[config.mk]
export PLATFORM = sky130hd
export DESIGN_NAME = alu6
export DESIGN_NICKNAME = d
export VERILOG_FILES = /design/src/rtl/alu6.sv
export SDC_FILE = /design/constraint.sdc
export NUM_CORES = 1
export LEC_CHECK = 0
export CORE_MARGIN = 2
export CORE_UTILIZATION = 53
export CTS_CLUSTER_DIAMETER = 80
export DETAILED_ROUTE_END_ITERATION = 8
export PLACE_DENSITY = 0.91
export SYNTH_ARGS = -nofsm -noshare
export SYNTH_HDL_FRONTEND = slang
export SYNTH_SLANG_ARGS = --single-unit
[constraint.sdc]
create_clock -name clk -period 0.8 [get_ports clk]
set_input_delay 0.16 -clock clk [delete_from_list [all_inputs] [get_ports clk]]
set_output_delay 0.16 -clock clk [all_outputs]
set_load 0.03 [all_outputs]
[src/rtl/alu6.sv]
// Registered two's-complement ALU: four adder-based arithmetic ops and four bitwise ops,
// with a registered signed-overflow flag that is only meaningful for the arithmetic group.
module alu6 #(
  parameter int WIDTH = 6
) (
  input  logic             clk,
  input  logic             rst,
  input  logic [WIDTH-1:0] a,
  input  logic [WIDTH-1:0] b,
  input  logic [2:0]       op,
  output logic [WIDTH-1:0] res,
  output logic             err
);

  localparam logic [2:0] OP_ADD = 3'b000;
  localparam logic [2:0] OP_SUB = 3'b001;
  localparam logic [2:0] OP_DEC = 3'b010;
  localparam logic [2:0] OP_INC = 3'b011;
  localparam logic [2:0] OP_NOT = 3'b100;
  localparam logic [2:0] OP_AND = 3'b101;
  localparam logic [2:0] OP_OR  = 3'b110;
  localparam logic [2:0] OP_XOR = 3'b111;

  logic signed [WIDTH-1:0] a_s;
  logic signed [WIDTH-1:0] bm_s;
  logic signed [WIDTH-1:0] sum_s;
  logic                    cin;
  logic signed [WIDTH-1:0] res_d;
  logic signed [WIDTH-1:0] res_q;
  logic                    err_d;
  logic                    err_q;

  // Same-sign adder inputs producing an opposite-sign sum; equals carry-in(MSB) ^ carry-out(MSB).
  function automatic logic ovf_f(input logic signed [WIDTH-1:0] x,
                                 input logic signed [WIDTH-1:0] y,
                                 input logic signed [WIDTH-1:0] s);
    ovf_f = (x[WIDTH-1] == y[WIDTH-1]) && (s[WIDTH-1] != x[WIDTH-1]);
  endfunction

  assign a_s = $signed(a);

  // Operand-B mux and carry-in for the single shared adder.
  always_comb begin
    bm_s = '0;
    cin  = 1'b0;
    case (op)
      OP_ADD: begin bm_s = $signed(b);  cin = 1'b0; end
      OP_SUB: begin bm_s = $signed(~b); cin = 1'b1; end
      OP_DEC: begin bm_s = '1;          cin = 1'b0; end
      OP_INC: begin bm_s = '0;          cin = 1'b1; end
      default: begin bm_s = '0;         cin = 1'b0; end
    endcase
  end

  assign sum_s = a_s + bm_s + $signed({{(WIDTH-1){1'b0}}, cin});

  always_comb begin
    res_d = '0;
    err_d = 1'b0;
    case (op)
      OP_NOT: res_d = ~a_s;
      OP_AND: res_d = a_s & $signed(b);
      OP_OR:  res_d = a_s | $signed(b);
      OP_XOR: res_d = a_s ^ $signed(b);
      default: begin
        res_d = sum_s;
        err_d = ovf_f(a_s, bm_s, sum_s);
      end
    endcase
  end

  // Result register stage.
  always_ff @(posedge clk or posedge rst) begin
    if (rst) begin
      res_q <= '0;
      err_q <= 1'b0;
    end else begin
      res_q <= res_d;
      err_q <= err_d;
    end
  end

  assign res = res_q;
  assign err = err_q;

endmodule

==> results of run 1 <==
==> synth_stat cells, types with 2 or more instances <==
library cell and count:
sky130_fd_sc_hd__buf_2 2, sky130_fd_sc_hd__o31ai_1 2, sky130_fd_sc_hd__a21oi_1 2, sky130_fd_sc_hd__nand2b_1 2, sky130_fd_sc_hd__ha_1 16, sky130_fd_sc_hd__mux4_1 3, sky130_fd_sc_hd__dfrtp_1 7, sky130_fd_sc_hd__nor2_1 8
sky130_fd_sc_hd__inv_1 21, sky130_fd_sc_hd__xnor2_1 2, sky130_fd_sc_hd__mux4_2 2, sky130_fd_sc_hd__nor2b_1 2, sky130_fd_sc_hd__o21ai_0 6, sky130_fd_sc_hd__o211ai_1 3, sky130_fd_sc_hd__o21a_1 2, sky130_fd_sc_hd__xor2_1 4
sky130_fd_sc_hd__fa_1 2, sky130_fd_sc_hd__nor3_1 2, sky130_fd_sc_hd__nand2_1 7
==> metrics by stage <==
stage	total power [uW]	utilization	setup TNS, ns	setup WS, ns	area (um^2)
after floorplan	912.2	-	-7.945	-1.371	1011
after global placement	1215	0.7885	-10.45	-1.663	1376
after detailed placement	1261	0.7885	-11.03	-1.823	1376
after CTS	1688	0.8581	-7.403	-1.214	1498
after global routing	1897	0.8803	-8.578	-1.280	1536
final	1797	0.8803	-8.232	-1.299	1536
==> registers in the layout, summed over array words and instances (netlist names) <==
register,cells
err,1
res,6
==> logic make-up after synthesis <==
kind of cell / Yosys count
AOI/OAI and AO/OA: 19
xor gates and xnor gates: 7
adders and majority gates: 18
buffers and inverters: 27
DFF: 7
muxes: 5
and+or+nand+nor: 26
==> cell usage in the layout (no fill, tap or decap), types with 3 or more instances in the layout <==
cell,Yosys,final
sky130_fd_sc_hd__buf_4,0,26
sky130_fd_sc_hd__inv_1,21,20
sky130_fd_sc_hd__ha_1,16,15
sky130_fd_sc_hd__buf_6,1,10
sky130_fd_sc_hd__clkdlybuf4s50_1,0,8
sky130_fd_sc_hd__nor2_1,8,7
sky130_fd_sc_hd__nand2_1,7,7
sky130_fd_sc_hd__dfrtp_1,7,7
sky130_fd_sc_hd__dlygate4sd2_1,0,4
sky130_fd_sc_hd__o21ai_2,0,3
sky130_fd_sc_hd__xor2_1,4,3
sky130_fd_sc_hd__mux4_1,3,3
sky130_fd_sc_hd__o211ai_1,3,3
sky130_fd_sc_hd__clkbuf_4,0,3
==> worst paths after layout <==
check / end / from / slack, ns / cells after the start
worst max-delay path: res[4]$_DFF_PP0_ / b[0] / -1.30 / 9
worst min-delay path: res[1]$_DFF_PP0_ / rst / 0.13 / 2
max in group asynchronous: err$_DFF_PP0_ / rst / 0.47 / 2
min in group clk: res[0]$_DFF_PP0_ / op[1] / 0.43 / 4
==> per-layer routing <==
metal	vias to the layer above	GRT usage	wire length (um)	share of wire
li1	465	-	-	-
met1	488	0.3373	1197	0.36
met2	56	0.5644	1747	0.53
met3	18	0.02308	173	0.052
met4	0	0.2000	187	0.057
met5	-	0	0	0
==> critical path: stages <==
cell and delay, ns:
sky130_fd_sc_hd__buf_8 0.10, sky130_fd_sc_hd__o21ai_2 0.15, sky130_fd_sc_hd__or3b_4 0.41, sky130_fd_sc_hd__fa_2 0.39, sky130_fd_sc_hd__fa_2 0.39, sky130_fd_sc_hd__nor2b_4 0.15
sky130_fd_sc_hd__o21ai_2 0.07, sky130_fd_sc_hd__nor3b_2 0.15, sky130_fd_sc_hd__o31ai_1 0.26
==> cell type report <==
class	instances	area [um^2]
clock buffers	4	26.28
well taps	25	31.28
repair buffers	51	452.9
inverters	21	78.83
flip-flops and latches	7	175.2
multi-input cells	75	772.0
fillers	90	209.0
==> what timing repair did <==
item | 4_1_cts | 5_1_grt
pin swaps | 14 | 7
resized for setup | 42 | 8
setup buffers | 4 | 2
setup endpoints to repair | 14 | 14
endpoints found under the hold margin | 0 | 0
hold buffers | 0 | 0
==> where the power goes <==
group          internal, uW  switching [uW]  total, uW
clock network           191             137        328
registers               406            23.9        430
logic                   526             512       1040
==> run summary, run 1 <==
The worst setup path is of the in2reg kind. The checks that failed: negative setup slack. The mux cell area share after synthesis was 0.1256. In this run the remaining antenna-violating nets after routing total 0.

TritonCTS built the clock tree. The logs give 194 for the number of nets in the layout and 2.24 ns for the critical path data arrival time. For the number of non-filler instances in the completed layout, the log shows 183. Final hold analysis gives a worst-case slack of 0.1262 ns. In this run, the number of DRC markers left after iteration 0 of detailed routing was 36. The wire-length estimate of the detail-placed layout is 1971 um.

The power density over the cells was 1169 nW/um^2; the share of the synthesized netlist area taken by xor and xnor gates was 0.07614. In this run the cell area of the synthesized design comes to 985.9 um^2. Leading area contributor after synthesis: sky130_fd_sc_hd__ha_1. After detailed routing, the total wire length is 3305 um. The simple-gate share of the synthesized area came out at 0.1282. For the pin with the worst max-slew slack, the measured transition is 0.2853 ns. The count of pins over their slew limit is 0, and the number of nets produced by synthesis is 144. The count of unresolved DRC violations after routing was 0. H-tree depth reported by CTS: 1.

The iteration count of the initial detailed-routing pass was 5; the number of global-route vias before repair was 987. Counting distinct cell types in the post-synthesis netlist gives 33. The max-cap violation count is 0, and the final RePlAce weighted congestion is 0.8426. The logs give 0.8082 for the headroom to the max-slew limit and 0.5649 for the starting utilization of the core area. The root buffer cell chosen for the clock tree is sky130_fd_sc_hd__clkbuf_4. The fraction of registers with async set or reset after synthesis is 1.000, and the maximum net fanout on the critical path is 4.

In this run the core area contains 15 standard-cell rows. Entering global routing, the biggest net connects 13 pins. The die span in x is 47.13 um. The flow ran to the end, but the final reports show violations. The type of the tightest min-delay check was in2async. From synthesis to final layout, the design area changed by 55.84%. Setup repair after global routing could not meet its margin everywhere.

The run gives 476.5 MHz as the fmax. By area the synthesized netlist is led by sky130_fd_sc_hd__ha_1 (20%), sky130_fd_sc_hd__dfrtp_1 (18%), sky130_fd_sc_hd__mux4_1 (8.0%). At the worst endpoint, the required time is 0.94 ns. The number of enable-type register cells in the synthesized netlist came out at 0.

For the finished layout, the period the worst path requires is 2.099 ns. The total clock sinks is 7. The final worst-path setup slack is -1.299 ns, and the maximum root-to-sink buffer count is 2. During placement, the flow inserted port buffers numbering 23. The share of the synthesized area in compound gates (AO/OA/AOI/OAI) works out to 0.1345. Synthesis handed over a netlist of 109 instances. The sequential fraction of the synthesis area is 0.1777, and the total die area is 2221 um^2.

The number of vias in the routed layout was 1,027. The largest vdd supply drop came out at 791.6 uV. The kind of start point of the critical path is an input port. The initial antenna violation count was 0. The static power due to leakage came out at 0.0007735 uW. The dominant register cell in the synthesized netlist is sky130_fd_sc_hd__dfrtp_1.

The wire length per cell after detailed routing works out to 18.06 um. The total clock buffers created by CTS is 3. The repair_antennas step left the layout with diodes totalling 0. 24 I/O pins were placed. The first global-routing pass estimated 4588 um of wire. The detail-routed via count per cell is 5.612. The largest family of logic cells by synthesized area was adder cells. For this run, the number of Yosys warnings is 0. The final hold violation count was 0; the global-route usage over all layers was 0.3081. Count of final setup violators: 14. Post-route clock period utilization: 2.623. STA classifies the critical path endpoint as a register. The mean cell area of the mapped netlist works out to 9.045 um^2. After clock tree synthesis, the clock-pin slew on the worst setup and hold paths is 0.05 ns.

The total overflow reported by the global router is 0, and the floorplan core area is 1745 um^2. The adder-cell area share of the yosys netlist was 0.2437. The area share of the leading cell type in the synthesized netlist was 0.2030.

The share of layout cells above drive strength 1 was 0.3797; the number of storage elements in the synthesis netlist was 7. In this run the vertical extent of the chip is 47.13 um. After detailed placement, the design holds a cell count of 174.
No activity file was read; power rests on OpenSTA's default activity.
==> run 2, diff against run 1 <==
HOLD_SLACK_MARGIN = 0.15   (was not set)
==> results of run 2 <==
The final DEF is identical to that of run 1; final timing and power are the same.
==> edit: new RTL, settings of run 2 <==
Make the reset (`rst`) synchronous in one clocked block.
--- a/src/rtl/alu6.sv
+++ b/src/rtl/alu6.sv
@@ -72,3 +72,3 @@
   // Result register stage.
-  always_ff @(posedge clk or posedge rst) begin
+  always_ff @(posedge clk) begin
     if (rst) begin
Formal check against the unedited RTL: differs if rst is asserted again (counterexample within 4 cycles, from zero or initial values and one cycle with rst high); with rst held inactive, the same outputs for 10 cycles.
==> edit against run 2 <==
- the flow now stops in 4_1_cts
- synthesized area is 2.3% higher
- synthesized cell count increased by 7.3%
==> edit: results <==
group,metric,value,unit
run_status,outcome,"stopped before the end",
run_status,stop_stage,"4_1_cts",
run_status,error_line,"[ERROR DPL-0033] detailed placement checks failed during check placement.",
synthesis,ys.warnings.count,0,
clock_network,htreeDepth,1,
synthesis,async_flop_share,0,
placement,dp_cells,190,
placement,io_buffers,23,
synthesis,seq_area_frac_synth,0.139,
synthesis,synth.area.top_cells,"ha_1 (20%), dfxtp_1 (14%), inv_1 (8.9%)",
clock_network,numCtsBuffers,3,
synthesis,ys_ff_latch,7,
clock_network,clockBufferDepth,2,
clock_network,post_cts_resized,98,
synthesis,ys.flop_type,"dfxtp_1",
placement,place_congestion,0.881,
synthesis,avgSynthCellArea,8.62,um2
synthesis,syn-num-nets,152,
clock_network,root_buffer,"clkbuf_4",
clock_network,cts_setup_buffers,8,
synthesis,ys_types,36,
synthesis,synthTopCellsByCount,"inv_1 (24), ha_1 (16), nor2_1 (12)",
placement,dpl.hpwl,2.10,mm
[edit: changes by cell type after synthesis, sizes merged, moves of 2 or more]
| cell | delta |
|---|---|
| nand2b | -2 |
| o21a | -2 |
| inv | +3 |
| or3 | +3 |
| dfxtp | +7 |
| nand2 | -4 |
| dfrtp | -7 |
| nor2 | +4 |
| o211ai | -3 |
| a21oi | +3 |
| a211oi | +2 |
| o21ai | -2 |
[edit: cell families after synthesis]
logic type                 count (synthesis)  synth area share
AOI/OAI and AO/OA                         22             0.166
xor gates and xnor gates                   4            0.0347
adders and majority gates                 18             0.238
buffers and inverters                     30             0.122
DFF                                        7             0.139
muxes                                      6             0.145
and+or+nand+nor                           30             0.155
[edit: per-stage QoR]
| step | cell area (um2) | util | hold WS, ns | setup slack (ns) |
|---|---|---|---|---|
| floorplan | 1020 | - | 0.334 | -1.18 |
| global placement | 1460 | 0.826 | 0.588 | -1.60 |
| detailed placement | 1460 | 0.826 | 0.589 | -1.70 |
